### config.mk
export PLATFORM = sky130hd
export DESIGN_NAME = div_sequencer
export DESIGN_NICKNAME = d
export VERILOG_FILES = /design/src/rtl/div_sequencer.sv
export SDC_FILE = /design/constraint.sdc
export NUM_CORES = 1
export LEC_CHECK = 0
export ABC_AREA = 1
export CAP_MARGIN = 20
export CORE_MARGIN = 2
export CORE_UTILIZATION = 45
export CTS_CLUSTER_SIZE = 28
export DETAILED_ROUTE_END_ITERATION = 12
export PLACE_DENSITY_LB_ADDON = 0.1
export SLEW_MARGIN = 0
export SYNTH_ARGS = -nofsm -noshare
export SYNTH_HDL_FRONTEND = slang
export SYNTH_SLANG_ARGS = --single-unit
### constraint.sdc
create_clock -name clk -period 6.2 [get_ports clk]
set_input_delay 0.93 -clock clk [delete_from_list [all_inputs] [get_ports clk]]
set_output_delay 0.93 -clock clk [all_outputs]
set_load 0.03 [all_outputs]
### src/rtl/div_sequencer.sv
// Restoring-division sequencer for RV32M DIV/DIVU/REM/REMU built around one shared add/sub.
// Define DIV_SIGNED_EN for signed DIV/REM; without it every op is handled as unsigned.

module adder_n_subtractor #(
    parameter int N = 33
) (
    input  logic [N-1:0] a,
    input  logic [N-1:0] b,
    input  logic         c,
    output logic [N-1:0] s
);
    // c=1 yields b - a in two's complement, c=0 yields b + a
    assign s = b + (a ^ {N{c}}) + {{(N-1){1'b0}}, c};
endmodule

module div_sequencer #(
    parameter int XLEN = 32
) (
    input  logic            clk,
    input  logic            rst,
    input  logic            start,
    input  logic [1:0]      op,
    input  logic [XLEN-1:0] dividend,
    input  logic [XLEN-1:0] divisor,
    output logic            busy,
    output logic            done,
    output logic [XLEN-1:0] result
);
    localparam int CW = (XLEN > 1) ? $clog2(XLEN) : 1;

    typedef enum logic [1:0] {IDLE, PREP, ITER, FIX} state_t;

    state_t          state;
    state_t          state_nxt;

    logic [XLEN-1:0] dvd_q;
    logic [XLEN-1:0] dvs_q;
    logic [XLEN-1:0] quo_q;
    logic [XLEN-1:0] rem_q;
    logic [XLEN-1:0] result_q;
    logic [CW-1:0]   cnt_q;
    logic            rem_sel_q;

    logic            accept;
    logic            sub_en;
    logic            div_zero;
    logic            overflow;
    logic            special;
    logic [XLEN-1:0] dvd_mag;
    logic [XLEN-1:0] dvs_mag;
    logic [XLEN-1:0] quo_fix;
    logic [XLEN-1:0] rem_fix;
    logic [XLEN-1:0] fix_val;
    logic [XLEN:0]   r_shift;
    logic [XLEN:0]   sum;

`ifdef DIV_SIGNED_EN
    logic            sgn_q;
    logic            qneg_q;
    logic            rneg_q;

    function automatic logic [XLEN-1:0] negate(input logic [XLEN-1:0] x);
        return ~x + 1'b1;
    endfunction

    function automatic logic [XLEN-1:0] magnitude(input logic [XLEN-1:0] x, input logic en);
        return (en && x[XLEN-1]) ? negate(x) : x;
    endfunction

    assign dvd_mag  = magnitude(dvd_q, sgn_q);
    assign dvs_mag  = magnitude(dvs_q, sgn_q);
    assign overflow = sgn_q && (dvd_q == {1'b1, {(XLEN-1){1'b0}}}) && (dvs_q == '1);
    assign quo_fix  = qneg_q ? negate(quo_q) : quo_q;
    assign rem_fix  = rneg_q ? negate(rem_q) : rem_q;
`else
    logic            unused_op0;

    assign unused_op0 = op[0];
    assign dvd_mag    = dvd_q;
    assign dvs_mag    = dvs_q;
    assign overflow   = 1'b0;
    assign quo_fix    = quo_q;
    assign rem_fix    = rem_q;
`endif

    assign div_zero = (dvs_q == '0);
    assign special  = div_zero || overflow;
    assign fix_val  = rem_sel_q ? rem_fix : quo_fix;
    assign r_shift  = {rem_q, quo_q[XLEN-1]};

    adder_n_subtractor #(.N(XLEN + 1)) u_addsub (
        .a ({1'b0, dvs_q}),
        .b (r_shift),
        .c (sub_en),
        .s (sum)
    );

    // FIX doubles as the completion cycle: busy is low and a new start is taken
    assign result = (state == FIX) ? fix_val : result_q;

    always_ff @(posedge clk) begin
        if (rst) begin
            state    <= IDLE;
            result_q <= '0;
        end else begin
            state <= state_nxt;
            if (state == FIX) begin
                result_q <= fix_val;
            end
        end
    end

    always_comb begin
        state_nxt = state;
        busy      = 1'b0;
        done      = 1'b0;
        sub_en    = 1'b0;
        accept    = 1'b0;
        case (state)
            IDLE: begin
                accept = start;
                if (start) begin
                    state_nxt = PREP;
                end
            end
            PREP: begin
                busy      = 1'b1;
                state_nxt = special ? FIX : ITER;
            end
            ITER: begin
                busy   = 1'b1;
                sub_en = 1'b1;
                if (cnt_q == '0) begin
                    state_nxt = FIX;
                end
            end
            FIX: begin
                done      = 1'b1;
                accept    = start;
                state_nxt = start ? PREP : IDLE;
            end
            default: state_nxt = IDLE;
        endcase
    end

    always_ff @(posedge clk) begin
        if (accept) begin
            dvd_q     <= dividend;
            dvs_q     <= divisor;
            rem_sel_q <= op[1];
`ifdef DIV_SIGNED_EN
            sgn_q     <= ~op[0];
`endif
        end
        case (state)
            PREP: begin
                // special results bypass iteration and travel through FIX with no sign fix-up
                if (div_zero) begin
                    quo_q <= '1;
                    rem_q <= dvd_q;
                end else if (overflow) begin
                    quo_q <= dvd_q;
                    rem_q <= '0;
                end else begin
                    quo_q <= dvd_mag;
                    rem_q <= '0;
                    dvs_q <= dvs_mag;
                    cnt_q <= CW'(XLEN - 1);
                end
`ifdef DIV_SIGNED_EN
                qneg_q <= ~special & sgn_q & (dvd_q[XLEN-1] ^ dvs_q[XLEN-1]);
                rneg_q <= ~special & sgn_q & dvd_q[XLEN-1];
`endif
            end
            ITER: begin
                quo_q <= {quo_q[XLEN-2:0], ~sum[XLEN]};
                rem_q <= sum[XLEN] ? r_shift[XLEN-1:0] : sum[XLEN-1:0];
                cnt_q <= cnt_q - 1'b1;
            end
            default: ;
        endcase
    end
endmodule

==> results of run 1 <==
kinds of logic after synthesis:
logic type	Yosys count	share of synthesized area
compound gates	156	0.0883
xor+xnor	43	0.0381
fa+ha+maj	39	0.0478
buf+inv	254	0.0992
flops	168	0.454
simple gates	646	0.273
through the flow:
step	area (sq um)	instances
finish	12200	1688
CTS	12200	1687
global route	12200	1688
detailed placement	11600	1655
global placement	11600	1654
floorplan	10400	1306
layout make-up:
cell class,instances,share of cell area
Multi-Input combinational cell,884,0.381
Sequential cell,168,0.384
Clock buffer,17,0.0347
Inverter,208,0.0638
Clock inverter,15,0.0157
Tap cell,285,0.0291
Timing Repair Buffer,111,0.0913
flip-flops by register name, summed over array words and instances (netlist names):
register / count
result_q: 32
quo_fix: 32
state: 2
rem_fix: 32
dvd_mag: 32
dvs_mag: 32
rem_sel_q: 1
cnt_q: 5
worst min path at each step:
stage / end / slack (ns) / depth (start not counted)
global placement: result_q[20] / 0.51 / 4
finish: result_q[20] / 0.54 / 4
floorplan: rem_fix[31] / 0.51 / 2
CTS: result_q[20] / 0.53 / 4
detailed placement: result_q[20] / 0.52 / 4
global route: quo_fix[3] / 0.57 / 2
per-layer routing:
layer,part of all wire,track usage,vias up
met5,0,0,-
met4,0.013,0.0555,0
met3,0.051,0.0358,22
met2,0.44,0.377,243
met1,0.49,0.352,3969
li1,-,-,4356
synth_stat cells, types with 4 or more instances:
library cell	number	area, sq um
nand3b_1	16	120
o21a_1	17	128
and2_1	4	25.0
o21bai_1	6	45.0
a21oi_1	23	115
xor2_1	33	289
dfxtp_1	34	681
nor4_1	8	50.1
clkbuf_1	28	105
nand4_1	8	50.1
nand2_2	27	169
ha_1	38	475
buf_2	8	40.0
inv_2	5	18.8
o211ai_1	15	113
nand2_4	6	67.6
nor3_1	6	30.0
buf_6	4	45.0
a21boi_0	4	30.0
inv_1	202	758
nand3_2	6	60.1
xnor2_1	9	78.8
edfxtp_1	134	4020
o21ai_0	83	415
nor2_1	81	304
nor2_2	5	31.3
nand3_1	78	390
nand2_1	398	1490
layout by cell type (no fill, tap or decap), drive strengths merged, types with 10 or more instances in the layout:
cell type,n
nand2,431
inv,214
edfxtp,134
clkdlybuf4s50,101
nor2,86
nand3,86
o21ai,84
ha,38
dfxtp,34
xor2,33
a21oi,26
o21a,17
clkbuf,17
nand3b,16
o211ai,15
xnor2,10
buf,10
critical path: cells and delay by family (launching register included):
kind	cells	cell delay, ns
compound gates	1	0.22
xor+xnor	1	0.19
fa+ha+maj	2	1.09
buf+inv	2	0.51
flops	1	0.33
simple gates	11	1.60
==> flow_summary_export.csv, run 1 <==
group,metric,value,unit
timing,rsz0062_at_grt,"no",
clock_tree,h-tree-depth,4,
critical_path,start_kind,"flip-flop",
timing,setup_ws,2.02,ns
clock_tree,cts.sinks,168,
grt,grt_max_degree,67,
finish,multi_input_area,0.00467,sq mm
yosys,avgSynthCellArea,7.94,sq um
detailed_routing,routed_wl,28.2,mm
yosys,syn_inst,1306,
detailed_routing,drtPass1Iterations,7,
yosys,synth_seq_cells,168,
die,io_pins,103,
critical_path,critPathMaxStageDelay,0.79,ns
finish,drive_above_1_share,0.0741,
detailed_routing,vias_per_cell,5.09,
die,rows,55,
yosys,syn-cell-area,0.0104,sq mm
detailed_routing,wl_per_cell,16.7,microns
timing,maxSlewHeadroom,0.286,
critical_path,crit_top_cell,"nand2_1",
timing,hold_viol_final,0,
clock_tree,cts-root-buf,"clkbuf_16",
yosys,ys_seq_area_frac,0.454,
hold_path,hp-class,"flip-flop to flip-flop",
placed_design,dp_slack,2.02,ns
flow_run,cap_violations,0,
timing,setup_viol,0,
clock_tree,cts_buffers,17,
critical_path,startpoint,"state[0]",
grt,track_usage,0.240,
detailed_routing,drtIter0Drc,647,
timing,finClkSkew,0.0249,ns
finish,nets,1498,
critical_path,crit_fanout,31,
finish,area_delta_synth_final,18.1,%
critical_path,crit_required,6.40,ns
yosys,dominantRegCellSynth,"edfxtp_1",
clock_tree,clock_path_buffers,2,
finish,seq_area,0.00470,sq mm
grt,grt_pass1_wl,44.6,mm
yosys,yosysWarnings,0,
detailed_routing,drc,0,
critical_path,cp_cell_sequence,"inv_1, ha_2, buf_4, xor2_1, ha_1, nand2_1, nand2_1, nand2_1, nand2_1, a21oi_2, nand2_4, nand2_4, nand3_2, nand2_2, nand3_1, nand2_1, nand2_1",
critical_path,reg2reg_from,"state[0]",
critical_path,crit_path_end,"rem_fix[23]",
detailed_routing,ant_nets,0,
finish,n_fill_cell,2144,
clock_tree,clkSlewWorstSetupHoldPaths,0.08,ns
timing,timing.fmax,0.239,GHz
clock_tree,cts_setup_buffers,0,
critical_path,r2r_setup_slack,2.02,ns
clock_tree,cts_tree,"done",
die,fp.dieW,156,microns
critical_path,cp.arrival,4.38,ns
yosys,syn-num-nets,1414,
clock_tree,ctsResizeCount,0,
die,initial_core_util,0.458,
placed_design,io_buffers,101,
timing,tightestPinTransition,1.07,ns
clock_tree,insertion_delay,0.45,ns
clock_tree,cts_hold_buf,0,
critical_path,endpoint_kind,"flip-flop",
grt,grt-ovfl-total,0,
critical_path,critPathSlowestCell,"ha_2",
hold_path,min_from,"result_q[20]",
timing,fin_crit_sh,0.674,
die,die-area,0.0243,sq mm
die,dieHeight,156,microns
yosys,synth-async-reset-ratio,0,
die,core_area,0.0226,sq mm
grt,antenna_found_initial,0,
placed_design,place.detailed.hpwl,20.9,mm
timing,fin_tns_setup,0,ns
finish,post-route-util,0.541,
timing,period_minus_slack,4.18,ns
status,status,"finished, final reports clean",
yosys,synth_cell_types,43,
critical_path,rr_endpoint,"rem_fix[23]",
critical_path,crit_type,"flip-flop to flip-flop",
finish,antenna_cells,0,
grt,grt_pass1_vias,8172,
detailed_routing,num_vias,8590,
timing,slew_violations,0,
critical_path,r2r_cells,17,
yosys,synth-edff-count,134,
timing,fin_hold_ws,0.540,ns
placed_design,gp_congestion,0.871,
Power of run 1 is left out: the tool's default activity adds up to more than one toggle a clock period on the data nets, which glitch-free logic cannot reach.
==> run 2: changes to the inputs <==
==> constraint.sdc (replaced) <==
create_clock -name clk -period 3.45 [get_ports clk]
set_input_delay 0.5175 -clock clk [delete_from_list [all_inputs] [get_ports clk]]
set_output_delay 0.5175 -clock clk [all_outputs]
set_load 0.03 [all_outputs]
==> run 2 against run 1 <==
Compared with the run above:
- via count fell by 0.14%
- cell area is 0.95% higher
- count of clock-buffer cells in the layout unchanged
- final cell count grew 0.59%
- largest cell class unchanged
==> flow_summary_export.csv, run 2 (synthesis gave the netlist of run 1 again) <==
group,metric,value,unit
detailed_routing,drtPass1Iterations,5,
clock_tree,h-tree-depth,4,
timing,hold_viol_final,0,
detailed_routing,routed_wl,28.3,mm
timing,fin_crit_sh,0.947,
timing,finClkSkew,0.0197,ns
clock_tree,cts_tree,"done",
timing,tightestPinTransition,0.901,ns
detailed_routing,drc,0,
clock_tree,cts-root-buf,"clkbuf_16",
finish,final_common_cell,"nand2_1",
grt,track_usage,0.240,
finish,seq_area,0.00470,sq mm
clock_tree,insertion_delay,0.45,ns
critical_path,critPathSlowestCell,"edfxtp_1",
die,dieHeight,156,microns
clock_tree,cts_buffers,17,
finish,drive_above_1_share,0.0807,
timing,fin_hold_ws,0.528,ns
critical_path,crit_top_cell,"o21ai_0",
detailed_routing,ant_nets,0,
grt,antenna_found_initial,0,
timing,timing.fmax,0.306,GHz
hold_path,worstHoldPathCells,4,
hold_path,hp-class,"flip-flop to flip-flop",
die,initial_core_util,0.458,
finish,post-route-util,0.546,
timing,maxSlewHeadroom,0.398,
grt,grt-ovfl-total,0,
placed_design,place.detailed.hpwl,21.3,mm
clock_tree,cts_hold_buf,0,
critical_path,cp_cell_sequence,"inv_2, o21ai_0, o21ai_0, clkdlybuf4s50_1",
die,rows,55,
finish,area_delta_synth_final,19.2,%
die,core_area,0.0226,sq mm
finish,nets,1508,
clock_tree,clkSlewWorstSetupHoldPaths,0.08,ns
finish,antenna_cells,0,
clock_tree,clock_path_buffers,2,
flow_run,cap_violations,0,
timing,setup_viol,0,
placed_design,io_buffers,101,
critical_path,r2r_cells,17,
critical_path,crit_fanout,19,
die,die-area,0.0243,sq mm
status,status,"finished, final reports clean",
critical_path,crit_type,"flip-flop to primary output",
grt,grt_pass1_wl,44.4,mm
finish,multi_input_area,0.00467,sq mm
timing,rsz0062_at_grt,"no",
detailed_routing,num_vias,8578,
detailed_routing,vias_per_cell,5.05,
timing,period_minus_slack,3.27,ns
critical_path,start_kind,"flip-flop",
finish,n_fill_cell,2170,
detailed_routing,drtIter0Drc,667,
grt,grt_pass1_vias,8252,
finish,mostFrequentLayoutCells,"398 x nand2_1, 202 x inv_1, 134 x edfxtp_1",
critical_path,cp.arrival,2.75,ns
grt,grt_max_degree,66,
placed_design,gp_congestion,0.914,
critical_path,crit_required,2.93,ns
timing,fin_tns_setup,0,ns
die,io_pins,103,
die,fp.dieW,156,microns
critical_path,endpoint_kind,"primary output",
timing,slew_violations,0,
detailed_routing,wl_per_cell,16.7,microns
critical_path,critPathMaxStageDelay,0.77,ns
clock_tree,cts.sinks,168,
[run 2: final cells by class]
class                   instances  share of cell area
clock buffers                  17              0.0344
clock inverters                15              0.0171
flip-flops and latches        168               0.381
inverters                     208              0.0632
multi-input cells             884               0.378
well taps                     285              0.0288
repair buffers                121              0.0980
[run 2: layer usage]
metal,part of all wire,up-vias,track usage
li1,-,4376,-
met1,0.49,3923,0.362
met2,0.43,256,0.360
met3,0.063,23,0.0347
met4,0.018,0,0.0638
met5,0,-,0
[run 2: worst paths after layout]
path / startpoint / endpoint / slack, ns
worst max register to register: state[0] / rem_fix[30] / 0.20
worst max-delay path: rem_sel_q / result[31] / 0.18
worst min-delay path: result_q[20] / result_q[20] / 0.53
worst min register to register: result_q[20] / result_q[20] / 0.53
[run 2: stage by stage]
stage                     instance area [sq um]  cells  worst slack (ns)
after floorplan                           10400   1306             0.108
after global placement                    11700   1666             0.280
after detailed placement                  11700   1666             0.167
after global routing                      12400   1698           0.00499
after CTS                                 12400   1698             0.136
final                                     12400   1698             0.183
[run 2: worst max-delay path, delay by kind of cell, from the launching register on]
family	cells	cell delay (ns)
compound gates	2	0.59
buf+inv	2	0.94
flops	1	0.77
[run 2: repair_timing]
item,CTS,global route
resized for setup,0,1
buffers inserted,0,0
endpoints found under the setup margin,0,4
Power of run 2 is left out for the same reason.
==> run 3: changes to the inputs <==
--- a/config.mk
+++ b/config.mk
@@ -8,7 +8,7 @@
 export ABC_AREA = 1
 export CAP_MARGIN = 20
 export CORE_MARGIN = 2
-export CORE_UTILIZATION = 45
+export CORE_UTILIZATION = 47
 export CTS_CLUSTER_SIZE = 28
 export DETAILED_ROUTE_END_ITERATION = 12
 export PLACE_DENSITY_LB_ADDON = 0.1
==> run 3 against run 2 <==
Compared with the run above:
- first-iteration DRC count increased by 3.7%
- critical path depth up 16
- cell area rose by 0.60%
- worst hold slack better by 0.021 ns
- count of clock-buffer cells in the layout up 1
- global-route usage rose by 0.18 points
- final cell count rose by 0.18%
- critical path type is now flip-flop to flip-flop
- critical endpoint is now rem_fix[25]
- largest cell class is now multi-input gates
==> flow_summary_export.csv, run 3 (synthesis gave the netlist of run 1 again) <==
group,metric,value,unit
grt,track_usage,0.242,
critical_path,start_kind,"flip-flop",
timing,fin_crit_sh,0.936,
detailed_routing,ant_nets,0,
clock_tree,cts-root-buf,"clkbuf_16",
timing,rsz0062_at_grt,"no",
die,io_pins,103,
hold_path,holdPathEnd,"quo_fix[11]",
detailed_routing,drtPass1Iterations,5,
grt,grt_pass1_vias,8298,
placed_design,dpl-instance-area,0.0117,sq mm
detailed_routing,wl_per_cell,16.6,microns
finish,fin_area,0.0124,sq mm
timing,finClkSkew,0.0152,ns
clock_tree,h-tree-depth,4,
timing,slew_violations,0,
critical_path,r2r_setup_slack,0.22,ns
detailed_routing,drtIter0Drc,692,
detailed_routing,routed_wl,28.3,mm
die,die-area,0.0233,sq mm
finish,area_delta_synth_final,19.9,%
critical_path,r2r_cells,20,
finish,mostFrequentLayoutCells,"398 x nand2_1, 201 x inv_1, 134 x edfxtp_1",
timing,tightestPinTransition,0.900,ns
critical_path,crit_required,3.64,ns
finish,nets,1516,
detailed_routing,met1Wirelength,13.7,mm
critical_path,reg2reg_from,"state[0]",
die,rows,54,
clock_tree,cts_tree,"done",
finish,final_common_cell,"nand2_1",
placed_design,io_buffers,101,
timing,hold_viol_final,0,
detailed_routing,drc,0,
grt,antenna_found_initial,0,
clock_tree,insertion_delay,0.44,ns
finish,post-route-util,0.572,
finish,antenna_cells,0,
critical_path,crit_fanout,16,
critical_path,cp.arrival,3.42,ns
clock_tree,cts_hold_buf,0,
hold_path,hp-class,"flip-flop to flip-flop",
finish,drive_above_1_share,0.0880,
clock_tree,clock_path_buffers,2,
grt,grt_pass1_wl,44.1,mm
timing,timing.fmax,0.310,GHz
critical_path,rr_endpoint,"rem_fix[25]",
clock_tree,cts_buffers,17,
grt,grt-ovfl-total,0,
detailed_routing,num_vias,8739,
die,initial_core_util,0.477,
die,dieHeight,153,microns
grt,grt_max_degree,66,
flow_run,cap_violations,0,
hold_path,worstHoldPathCells,2,
detailed_routing,vias_per_cell,5.14,
timing,fin_tns_setup,0,ns
clock_tree,clkSlewWorstSetupHoldPaths,0.08,ns
status,status,"finished, final reports clean",
hold_path,min_from,"quo_fix[10]",
detailed_routing,wl_met2,12.4,mm
placed_design,place.detailed.hpwl,21.0,mm
critical_path,endpoint_kind,"flip-flop",
timing,period_minus_slack,3.23,ns
critical_path,crit_type,"flip-flop to flip-flop",
clock_tree,cts.sinks,168,
timing,maxSlewHeadroom,0.398,
die,fp.dieW,153,microns
detailed_routing,routed-wl-met3,1.75,mm
die,core_area,0.0218,sq mm
placed_design,gp_congestion,0.889,
detailed_routing,top_layer,"met4",
timing,setup_viol,0,
-- run 3: worst max path at each step --
stage / start / end / slack, ns / cells after the start
after floorplan: state[0] / dvs_mag[0] / 0.11 / 4
after global routing: state[0] / rem_fix[28] / 0.02 / 20
after global placement: state[0] / rem_fix[28] / 0.26 / 17
after CTS: state[1] / result[28] / 0.07 / 6
after detailed placement: state[0] / rem_fix[31] / 0.22 / 17
final: state[0] / rem_fix[25] / 0.22 / 20
-- run 3: cell type report --
type                       instances  area (sq um)
fill                            2052          9320
multi-input combinational        885          4710
sequential                       168          4700
timing repair buffer             128          1280
inverter                         208           781
clock buffer                      18           439
tap                              280           350
clock inverter                    14           173
-- run 3: per-stage QoR --
stage | setup slack (ns) | cells | hold slack [ns]
detailed placement | 0.220 | 1664 | 0.528
finish | 0.221 | 1701 | 0.549
CTS | 0.0689 | 1696 | 0.544
global placement | 0.261 | 1663 | 0.520
floorplan | 0.108 | 1306 | 0.514
global route | 0.0240 | 1701 | 0.569
-- run 3: timing repair --
item,in CTS,in global routing
resized for setup,0,6
setup endpoints to repair,0,26
setup buffers,0,3
-- run 3: worst max-delay path, cell delays in order (launching register included) --
cell and delay [ns]:
dfxtp_1 0.42, inv_2 0.12, ha_4 0.21, buf_12 0.17
xnor2_1 0.18, fa_1 0.44, inv_1 0.10, nand2_1 0.08
nand2_1 0.12, nand3_1 0.10, nand2_2 0.10, nand2_2 0.07
nand2_4 0.07, nand2_4 0.08, nand2_4 0.09, nand2_4 0.05
nand2_2 0.11, buf_12 0.14, nand3_1 0.13, nand2_1 0.11
nand2_1 0.06
-- run 3: per-layer routing --
layer  vias up  GRT usage
met3        28     0.0410
li1       4397          -
met1      4044      0.360
met5         -          0
met4         0     0.0591
met2       270      0.369
Power of run 3 is left out for the same reason.
